$ cat src/rtl/kds_ctrl.sv
// kds_ctrl: sequencing controller for the kernel data shifter.
// Accepts a valid/ready stream of pixel-triplet beats, loads line elements one at a time through
// a one-hot select, primes the shifter with NUM_LE beats, then offers a window handshake to the
// PE array while walking the feature map row by row.
//
// Ports:
//   clk, arst_in       clock; asynchronous active-high reset
//   start              frame start request, sampled only while idle
//   in_valid/in_ready  upstream beat handshake (fire = in_valid & in_ready)
//   LE_select          one-hot line-element load select, zero when no beat fires
//   cycle_enable       shifter advance strobe, high exactly on a fire
//   win_valid/ready    window handshake towards the PE array
//   busy, done         activity flag; one-cycle end-of-frame pulse
//   row_idx, col_idx   position of the next beat in the frame
module kds_ctrl #(
  parameter int unsigned NUM_LE        = 12,
  parameter int unsigned BEATS_PER_ROW = 1024,
  parameter int unsigned ROWS          = 1024,
  parameter int unsigned CNT_W         = 10
) (
  input  logic              clk,
  input  logic              arst_in,
  input  logic              start,
  input  logic              in_valid,
  output logic              in_ready,
  output logic [NUM_LE-1:0] LE_select,
  output logic              cycle_enable,
  output logic              win_valid,
  input  logic              win_ready,
  output logic              busy,
  output logic              done,
  output logic [CNT_W-1:0]  row_idx,
  output logic [CNT_W-1:0]  col_idx
);

  localparam int unsigned PtrW = (NUM_LE > 1) ? $clog2(NUM_LE) : 1;
  localparam logic [PtrW-1:0]  PtrLast = PtrW'(NUM_LE - 1);
  localparam logic [CNT_W-1:0] ColLast = CNT_W'(BEATS_PER_ROW - 1);
  localparam logic [CNT_W-1:0] RowLast = CNT_W'(ROWS - 1);

  typedef enum logic [1:0] {StIdle, StPrime, StRun, StDone} state_e;

  state_e           state_q, state_d;
  logic [PtrW-1:0]  le_ptr_q, le_ptr_d;
  logic [CNT_W-1:0] row_q, row_d;
  logic [CNT_W-1:0] col_q, col_d;
  logic             fire;

  always_comb begin
    state_d      = state_q;
    le_ptr_d     = le_ptr_q;
    row_d        = row_q;
    col_d        = col_q;
    in_ready     = 1'b0;
    win_valid    = 1'b0;
    busy         = 1'b1;
    done         = 1'b0;
    fire         = 1'b0;
    LE_select    = '0;
    cycle_enable = 1'b0;

    case (state_q)
      StIdle: begin
        busy = 1'b0;
        if (start) begin
          state_d  = StPrime;
          le_ptr_d = '0;
          row_d    = '0;
          col_d    = '0;
        end
      end
      StPrime: in_ready = 1'b1;
      StRun: begin
        in_ready  = win_ready;
        win_valid = in_valid;
      end
      StDone: begin
        done     = 1'b1;
        state_d  = StIdle;
        le_ptr_d = '0;
        row_d    = '0;
        col_d    = '0;
      end
      default: state_d = StIdle;
    endcase

    // in_ready is zero outside PRIME/RUN, so a fire can only happen there.
    fire         = in_valid & in_ready;
    cycle_enable = fire;
    if (fire) begin
      LE_select[le_ptr_q] = 1'b1;
      le_ptr_d = (le_ptr_q == PtrLast) ? '0 : le_ptr_q + 1'b1;
      if (col_q == ColLast) begin
        col_d = '0;
        row_d = row_q + 1'b1;
      end else begin
        col_d = col_q + 1'b1;
      end
      // Frame end wins over the prime->run hand-off so short frames finish from PRIME.
      if (row_q == RowLast && col_q == ColLast) begin
        state_d  = StDone;
        le_ptr_d = '0;
        row_d    = '0;
        col_d    = '0;
      end else if (state_q == StPrime && le_ptr_q == PtrLast) begin
        state_d = StRun;
      end
    end
  end

  always_ff @(posedge clk or posedge arst_in) begin
    if (arst_in) begin
      state_q  <= StIdle;
      le_ptr_q <= '0;
      row_q    <= '0;
      col_q    <= '0;
    end else begin
      state_q  <= state_d;
      le_ptr_q <= le_ptr_d;
      row_q    <= row_d;
      col_q    <= col_d;
    end
  end

  assign row_idx = row_q;
  assign col_idx = col_q;

endmodule

$ cat config.mk
export PLATFORM = sky130hd
export DESIGN_NAME = kds_ctrl
export DESIGN_NICKNAME = d
export VERILOG_FILES = /design/src/rtl/kds_ctrl.sv
export SDC_FILE = /design/constraint.sdc
export NUM_CORES = 1
export LEC_CHECK = 0
export ABC_AREA = 0
export ABC_CLOCK_PERIOD_IN_PS = 2900
export BUFFER_PORTS_ARGS = -buffer_cell sky130_fd_sc_hd__buf_2
export CAP_MARGIN = 20
export CORE_MARGIN = 4
export CORE_UTILIZATION = 45
export DETAILED_ROUTE_END_ITERATION = 12
export HOLD_SLACK_MARGIN = 0.15
export PLACE_DENSITY_LB_ADDON = 0.1
export SYNTH_ARGS = -nofsm -noshare
export SYNTH_HDL_FRONTEND = slang
export SYNTH_SLANG_ARGS = --single-unit
$ cat constraint.sdc
create_clock -name clk -period 2.9 [get_ports clk]
set_input_delay 0.725 -clock clk [delete_from_list [all_inputs] [get_ports clk]]
set_output_delay 0.725 -clock clk [all_outputs]
set_load 0.05 [all_outputs]
# Word level (Yosys, flattened, before mapping)
# Cells that the tools add are included.
# classes
add_sub_neg	3
order_cmp	2
eq_ne	7
n_mux	27
bitwise_logic	1
reduce_logical	6
# op_table
cell	count
2-to-1 mux 10 bit	8
one-hot mux 10 bit (2 select lines)	2
adder 10 x 1 -> 10 bit, second input constant	2
== test 10 bit, second input constant	2
2-to-1 mux 4 bit	4
2-to-1 mux 12 bit	1
2-to-1 mux 2 bit	4
one-hot mux 4 bit (2 select lines)	1
< comparator 4 x 5 -> 1 bit, second input constant	1
adder 4 x 1 -> 4 bit, second input constant	1
demux 1 bit (select 4 bit)	1
== test 2 bit, second input constant	2
== test 4 bit, second input constant	1
>= comparator 4 x 1 -> 1 bit, second input constant	1
2-to-1 mux 1 bit	4
one-hot mux 2 bit (2 select lines)	1
logical AND 1 bit	3
inequality test 3 bit, second input constant	1
nonzero test 3 bit	1
== test 2 x 1 -> 1 bit, second input constant	1
zero test 2 bit	1
one-hot mux 1 bit (2 select lines)	1
AND reduction 2 bit	1
bitwise AND 1 bit	1
# word_totals
reg_bits	26
output_inout_bits	37

# Longest topological paths before layout
# Gate-level depths: netlist of the first run.
# logic_depth
word_depth	5
depth_mapped	8
depth_no_buf	8

# Worst setup path before layout of the first run
# No wires, ideal clock.
# synth_path
path_kind	input port to output port
startpoint	input port win_ready
endpoint	output port LE_select[0]
t_arrival_ns	1.971
required_time_ns	2.175
slack_ns	0.204
cell_stages	5
path_buffers	1
path_cell_list	a21oi_1 or2_2 clkbuf_1 nor3_1 and2_1
# synth_between
elab_chain_cells	3
# synth_rtl
element	line	text
start, declared	29	input logic win_ready,
one-hot mux 1 bit (2 select lines)	62	case (state_q)
bitwise AND 1 bit	88	fire = in_valid & in_ready;
2-to-1 mux 12 bit	90	if (fire) begin
end, declared	26	output logic [NUM_LE-1:0] LE_select,
# No other way between the ends.

# Worst setup path in the final report of the first run
# layout_path
startpoint	register state_q[0]
endpoint	output port LE_select[1]
# layout_between
elab_chain_cells	4
elab_cells_between_ends	5
# layout_rtl
element	line	text
start, declared	43	state_e state_q, state_d;
start signal, assigned	113	state_q <= StIdle;
start signal, assigned	118	state_q <= state_d;
== test 2 bit or == test 2 x 1 -> 1 bit (tied branches)	62	
one-hot mux 1 bit (2 select lines) *	62	
bitwise AND 1 bit *	88	
2-to-1 mux 12 bit *	90	
# Mark *: on every way between the ends. The rest lies on a longest branch, timed or not.

==> metrics.md, run 1 <==
| Metric | Value |
|---|---|
| Setup violators final | 0 |
| Antenna diodes | 0 |
| Crit path arrival time | 2.03 ns |
| Most frequent cells in the layout | 30 x buf_2, 26 x dfrtp_1, 17 x nand2_1 |
| CP max stage delay | about 0.38 ns |
| Initial Util | 48.1% |
| Synth cell types | 42 |
| Syn_nets | roughly 210 |
| Least-Margin Pin Slew | between 0.7 and 0.8 ns |
| H-tree depth | 1 |
| Most used DFF post-synth | dfrtp_1 |
| CTS tree | yes |
| Clk root buf | clkbuf_8 |
| Core Util, Final | 59.5% |
| Fmax | between 0.3 and 0.4 GHz |
| Relative slew slack | between 50 and 60% |
| First-pass DRT Iterations | 4 |
| Fin crit share | a little over nine tenths |
| Num CTS Buffers | 3 |
| Post-placement worst setup slack | roughly 0.15 ns |
| Final Worst Setup Slack | 0.144 ns |
| DR vias/cell | ~5.5 |
| CTS Buffer Depth | 2 |
| Fraction of registers with async set/reset | 100% |
| I/O pin count | 42 |
| Pin count of the biggest net entering global routing | 27 |
| FF+latch count, synth | 26 |
| RSZ-0062 raised after global routing | false |
| Req. time, crit path | roughly 2.2 ns |
| Initial antenna violation count | 0 |
| Status | complete, no violations |
| Routability cong. | between 0.8 and 0.9 |
| Row cnt | 21 |
| Horiz. Die Dim | roughly 69 um |
| Synthesized area per cell | about 8.6 um2 |
| Vias in the first global route | roughly 1500 |
| CTS hold repair buffers | 0 |
| Final antenna-violating net count | 0 |
| Fin. max-slew vios | 0 |
| Average wire per standard cell | around 14 um |
| Detailed-route via count | ~1600 |
| GRT overflow | 0 |
| Delay-heaviest family, CP | simple AND/OR/NAND/NOR gates |
| Crit path cell chain | inv_1 -> ha_1 -> nand2_1 -> or2_4 -> nor3_2 -> and2_1 -> buf_4 |
| Cell taking the most area after synthesis | dfrtp_1 |
| Post-route setup TNS | 0 ns |
| Sequential share of the synthesized area | between 30% and 40% |
| Area growth from synthesis to layout | 23.6% |
| First-pass GRT wire length | 6710 um |
| Critical path class | flop to output pin |
| YS warnings | 0 |
| Die Ht | ~69 um |
| Worst path slowest cell | dfrtp_1 |
| Max Clock Skew | 0.00426 ns |
| Max VDD drop | ~0.36 mV |
| Critical path buffer and inverter count | 2 |
| Post-route minimum period | 2.76 ns |
| WL final | slightly below 4000 um |
| DRC Markers | 0 |
| Mapped cell area | 1660 um2 |
| Total power divided by cell area | about 600 nW/um2 |
| Post-synth top area share | 39.3% |
| Type of origin of the critical path | flop |
| Commonest non-fill, non-tap cell in the layout | buf_2 |
| Total track usage | between 10% and 20% |
| Post-synth EDFFs | 0 |
| Clock-pin transition on the worst setup and hold timing paths | 0.09 ns |
| Dpl hpwl | between 2000 and 3000 um |
| DIE AREA | ~4700 um2 |
| Main area contributors after synthesis | dfrtp_1 39%, ha_1 8.3%, o21ai_0 3.9%, nand2_1 3.9%, and3_1 3.8% |
| CP Max Fanout | 14 |
| Post-Syn Instances | 192 |
| Core box area | between 3000 and 4000 um2 |
| Lkg Pwr | 1.05 nW |
| Initial DRC count | 85 |
| Worst skew pair latency | 0.27 ns |
| Max_cap viols | 0 |
| Final Hold Vio Count | 0 |
| Hold WC Path Type | input port to async pin |
| Final nets | ~250 |
| Layout cells sized above 1 | between 20% and 30% |
| Num Clock Sinks | 26 |
| Worst Setup End Kind | output pin |
| PortBufs | 41 |
| Total power | 1.23 mW |
==> cell type report <==
cell class	count	area [um2]
Sequential cell	26	651
Timing Repair Buffer	45	267
Tap cell	46	57.6
Inverter	14	52.6
Multi-Input combinational cell	146	950
Clock inverter	1	30.0
Clock buffer	3	41.3
Fill cell	332	1390
==> cell usage after synthesis (all sizes together), types with 4 or more instances <==
library cell and count:
nor3 9, or3 4, nand2 17, nand3 6
a21oi 10, inv 13, ha 11, a22o 5
nand4 5, and2 6, o21ai 17, dfrtp 26
and3 10, clkbuf 4, nor2 15
==> what timing repair did <==
item	in CTS	in global routing
pin swaps	0	0
endpoints found under the setup margin	11	8
gates resized for setup	11	7
buffers inserted	0	2
==> worst reg2reg max path, stage by stage (launching register included) <==
cell	delay, ns
dfrtp_1	0.38
inv_1	0.09
ha_1	0.35
nand2_1	0.10
or4_1	0.71
nor2_2	0.37
a21o_1	0.17
a22o_1	0.13
==> per-layer routing <==
layer / track usage (%) / up-vias / routed length, um
li1: - / 774 / -
met2: 29.3 / 42 / 1690
met5: 0 / - / 0
met4: 5.46 / 0 / 36
met3: 2.59 / 4 / 249
met1: 26.1 / 735 / 1950
==> cells by family (layout without fill, tap and decap cells) <==
family                     count (synthesis)  after routing  share of synthesized area (%)
and+or+nand+nor                           80             80                           25.5
AOI/OAI and AO/OA                         51             51                           20.0
DFF                                       26             26                           39.3
buffers and inverters                     20             63                           4.68
adders and majority gates                 11             11                           8.31
xor gates and xnor gates                   3              3                           1.59
muxes                                      1              1                          0.604
==> path summary, 6_finish.rpt <==
check                                      from                      to  slack (ns)  cells past startpoint
max                        state_q[0]$_DFF_PP0_            LE_select[1]        0.14                      7
min                                     arst_in    row_idx[0]$_DFF_PP0_        0.49                      3
max reg2reg                state_q[0]$_DFF_PP0_    row_idx[6]$_DFF_PP0_        0.56                      7
min reg2reg                row_idx[9]$_DFF_PP0_    row_idx[9]$_DFF_PP0_        0.53                      1
max in group asynchronous               arst_in  col_idx[2]$_DFFE_PP0P_        2.16                      3
min in group clk           row_idx[9]$_DFF_PP0_    row_idx[9]$_DFF_PP0_        0.53                      1
==> through the flow <==
step                cell area [um2]  std cells  hold WS, ns
floorplan                      1660        192        0.548
global placement               1910        275        0.506
detailed placement             1910        275        0.512
CTS                            2010        279        0.498
global route                   2050        281        0.540
finish                         2050        281        0.492
==> power breakdown <==
| group | leakage, nW | switching [mW] | total [mW] | internal [mW] |
|---|---|---|---|---|
| combinational | 0.651 | 0.341 | 0.497 | 0.156 |
| clock | 0.0357 | 0.116 | 0.300 | 0.185 |
| sequential | 0.359 | 0.0399 | 0.434 | 0.394 |
| total | 1.05 | 0.497 | 1.23 | 0.735 |
==> registers in the layout, indices dropped and copies added, names as in the netlist <==
| signal | flops |
|---|---|
| col_idx | 10 |
| le_ptr_q | 4 |
| row_idx | 10 |
| state_q | 2 |
Power figures use the tool's default switching activity.
==> run 2, diff against run 1 <==
- SETUP_SLACK_MARGIN: unset -> 0.3
==> metrics.md, run 2 (synthesis gave the netlist of run 1 again) <==
| Metric | Value |
|---|---|
| Type of origin of the critical path | flop |
| RSZ-0062 raised after global routing | true |
| Fillers | 287 (-14%) |
| Max VDD drop | 0.475 mV (+33%) |
| Final nets | 259 (+2.8%) |
| Most frequent cells in the layout | 29 x buf_2, 26 x dfrtp_1, 16 x nand2_1 |
| WL final | 4630 um (+18%) |
| Total track usage | 21.0% (+2.4 points) |
| Initial DRC count | 90 (+5.9%) |
| Die Ht | 68.7 um (unchanged) |
| Total power | 1.37 mW (+11%) |
| Worst Setup End Kind | output pin |
| Met3 usage | 3.24% (+0.65 points) |
| Least-Margin Pin Slew | 0.737 ns (+0.0370 ns) |
| I/O pin count | 42 (unchanged) |
| Fin crit share | 90.9% (-4.1 points) |
| Vias in the first global route | 1493 (+0.40%) |
| Core box area | 3440 um2 (unchanged) |
| GRT Max-Usage Layer | met2 |
| Hold WC Path Type | input port to async pin |
| Fmax | 0.379 GHz (+4.5%) |
| CP Max Fanout | 5 (-9) |
| Max_cap viols | 0 (unchanged) |
| CTS Buffer Depth | 2 (unchanged) |
| Antenna diodes | 0 (unchanged) |
| CTS hold repair buffers | 0 (unchanged) |
| Layout cells sized above 1 | 34.7% (+9.2 points) |
| Initial Util | 48.1% (unchanged) |
| RR Startpoint | state_q[1]$_DFF_PP0_ |
| First-pass GRT wire length | 7310 um (+9.0%) |
| Grt met1 use | 27.7% (+1.6 points) |
| Area growth from synthesis to layout | 36.0% |
| DRC Markers | 0 (unchanged) |
| Detailed-route via count | 1635 (+5.1%) |
| Final Hold Vio Count | 0 (unchanged) |
| CP Launch Point | state_q[1]$_DFF_PP0_ |
| Clk root buf | clkbuf_8 |
| Worst skew pair latency | 0.28 ns (about the same) |
| Horiz. Die Dim | 68.7 um (unchanged) |
| Routability cong. | 0.811 (-1.2%) |
| Reg2Reg Setup Slack | 0.41 ns (-0.15 ns) |
| CTS tree | yes |
| Initial antenna violation count | 0 (unchanged) |
| Status | complete, no violations |
| Crit path arrival time | 1.91 ns (-0.12 ns) |
| DIE AREA | 4720 um2 (unchanged) |
| Post-route setup TNS | 0 ns (unchanged) |
| Dpl hpwl | 2990 um (+2.0%) |
| GRT overflow | 0 (unchanged) |
| Final antenna-violating net count | 0 (unchanged) |
| Lkg Pwr | 1.09 nW (+4.0%) |
| Critical path class | flop to output pin |
| Row cnt | 21 (unchanged) |
| Post-route minimum period | 2.64 ns (-0.120 ns) |
| Setup violators final | 0 (unchanged) |
| Num Clock Sinks | 26 (unchanged) |
| Met2 Use GR | 33.8% (+4.5 points) |
| Pin count of the biggest net entering global routing | 19 (-30%) |
| Average wire per standard cell | 16.1 um (+15%) |
| Max Clock Skew | 0.00730 ns (+0.00304 ns) |
| Relative slew slack | 50.9% (-2.5 points) |
| Clock-pin transition on the worst setup and hold timing paths | 0.10 ns (about the same) |
| H-tree depth | 1 (unchanged) |
| DR vias/cell | 5.68 (+2.6%) |
| Fin. max-slew vios | 0 (unchanged) |
| Num CTS Buffers | 3 (unchanged) |
| Total power divided by cell area | 608 nW/um2 (+1.1%) |
| First-pass DRT Iterations | 4 (unchanged) |
| Req. time, crit path | 2.17 ns (about the same) |
| PortBufs | 41 (unchanged) |
| Commonest non-fill, non-tap cell in the layout | buf_2 |
-- run 2: cell types whose count changed in the layout (fill, tap and decap cells not counted), moves of 2 or more --
cell / previous run / this run
and2_1: 6 / 3
and2_4: 0 / 3
and3_1: 10 / 1
and3_2: 0 / 4
and3_4: 0 / 5
buf_4: 12 / 10
buf_6: 1 / 4
buf_8: 0 / 9
clkbuf_4: 2 / 0
ha_1: 11 / 9
inv_1: 12 / 10
inv_2: 1 / 3
-- run 2: final timing paths --
check                                    endpoint  cells after the start
max reg2reg                  row_idx[6]$_DFF_PP0_                      9
min reg2reg                  row_idx[9]$_DFF_PP0_                      1
min in group clk             row_idx[9]$_DFF_PP0_                      1
max in group asynchronous  col_idx[5]$_DFFE_PP0P_                      3
max                                  LE_select[4]                      7
min                          row_idx[1]$_DFF_PP0_                      2
-- run 2: per-stage QoR --
stage	cell area, um2	util (%)	std cells	worst slack, ns	hold slack, ns
floorplan	1670	-	192	0.330	0.548
global placement	1920	55.9	275	0.233	0.509
detailed placement	1920	55.9	275	0.148	0.521
CTS	2200	63.9	285	0.297	0.392
global route	2250	65.5	288	0.174	0.397
finish	2250	65.5	288	0.263	0.381
-- run 2: timing repair --
action | 4_1_cts | 5_1_grt
buffers inserted | 6 | 3
pin swaps | 5 | 10
setup endpoints to repair | 13 | 12
resized for setup | 47 | 9
-- run 2: final cells by class --
cell class	count	area (um2)	area share (%)
clock buffer	3	41.3	1.83
inverter	14	52.6	2.33
sequential	26	651	28.9
multi-input combinational	146	1020	45.3
tap	46	57.6	2.55
clock inverter	1	30.0	1.33
timing repair buffer	52	400	17.8
-- run 2: where the power goes --
part	total, mW	switching, mW	internal [mW]
Sequential	0.433	0.0392	0.394
Clock	0.306	0.121	0.185
Combinational	0.630	0.391	0.239
Total	1.37	0.551	0.818
-- run 2: metal layers --
layer  share of wire (%)  vias up
li1                    -      792
met1                  45      777
met2                  48       57
met3                 4.9        9
met4                 2.1        0
met5                   0        -
-- run 2: worst max-delay path: stages (launching register included) --
cell and delay (ns):
dfrtp_1 0.41, inv_2 0.07, ha_4 0.28, nand2_4 0.05, or2_4 0.29, nor2_4 0.16
and3_4 0.22, buf_8 0.15
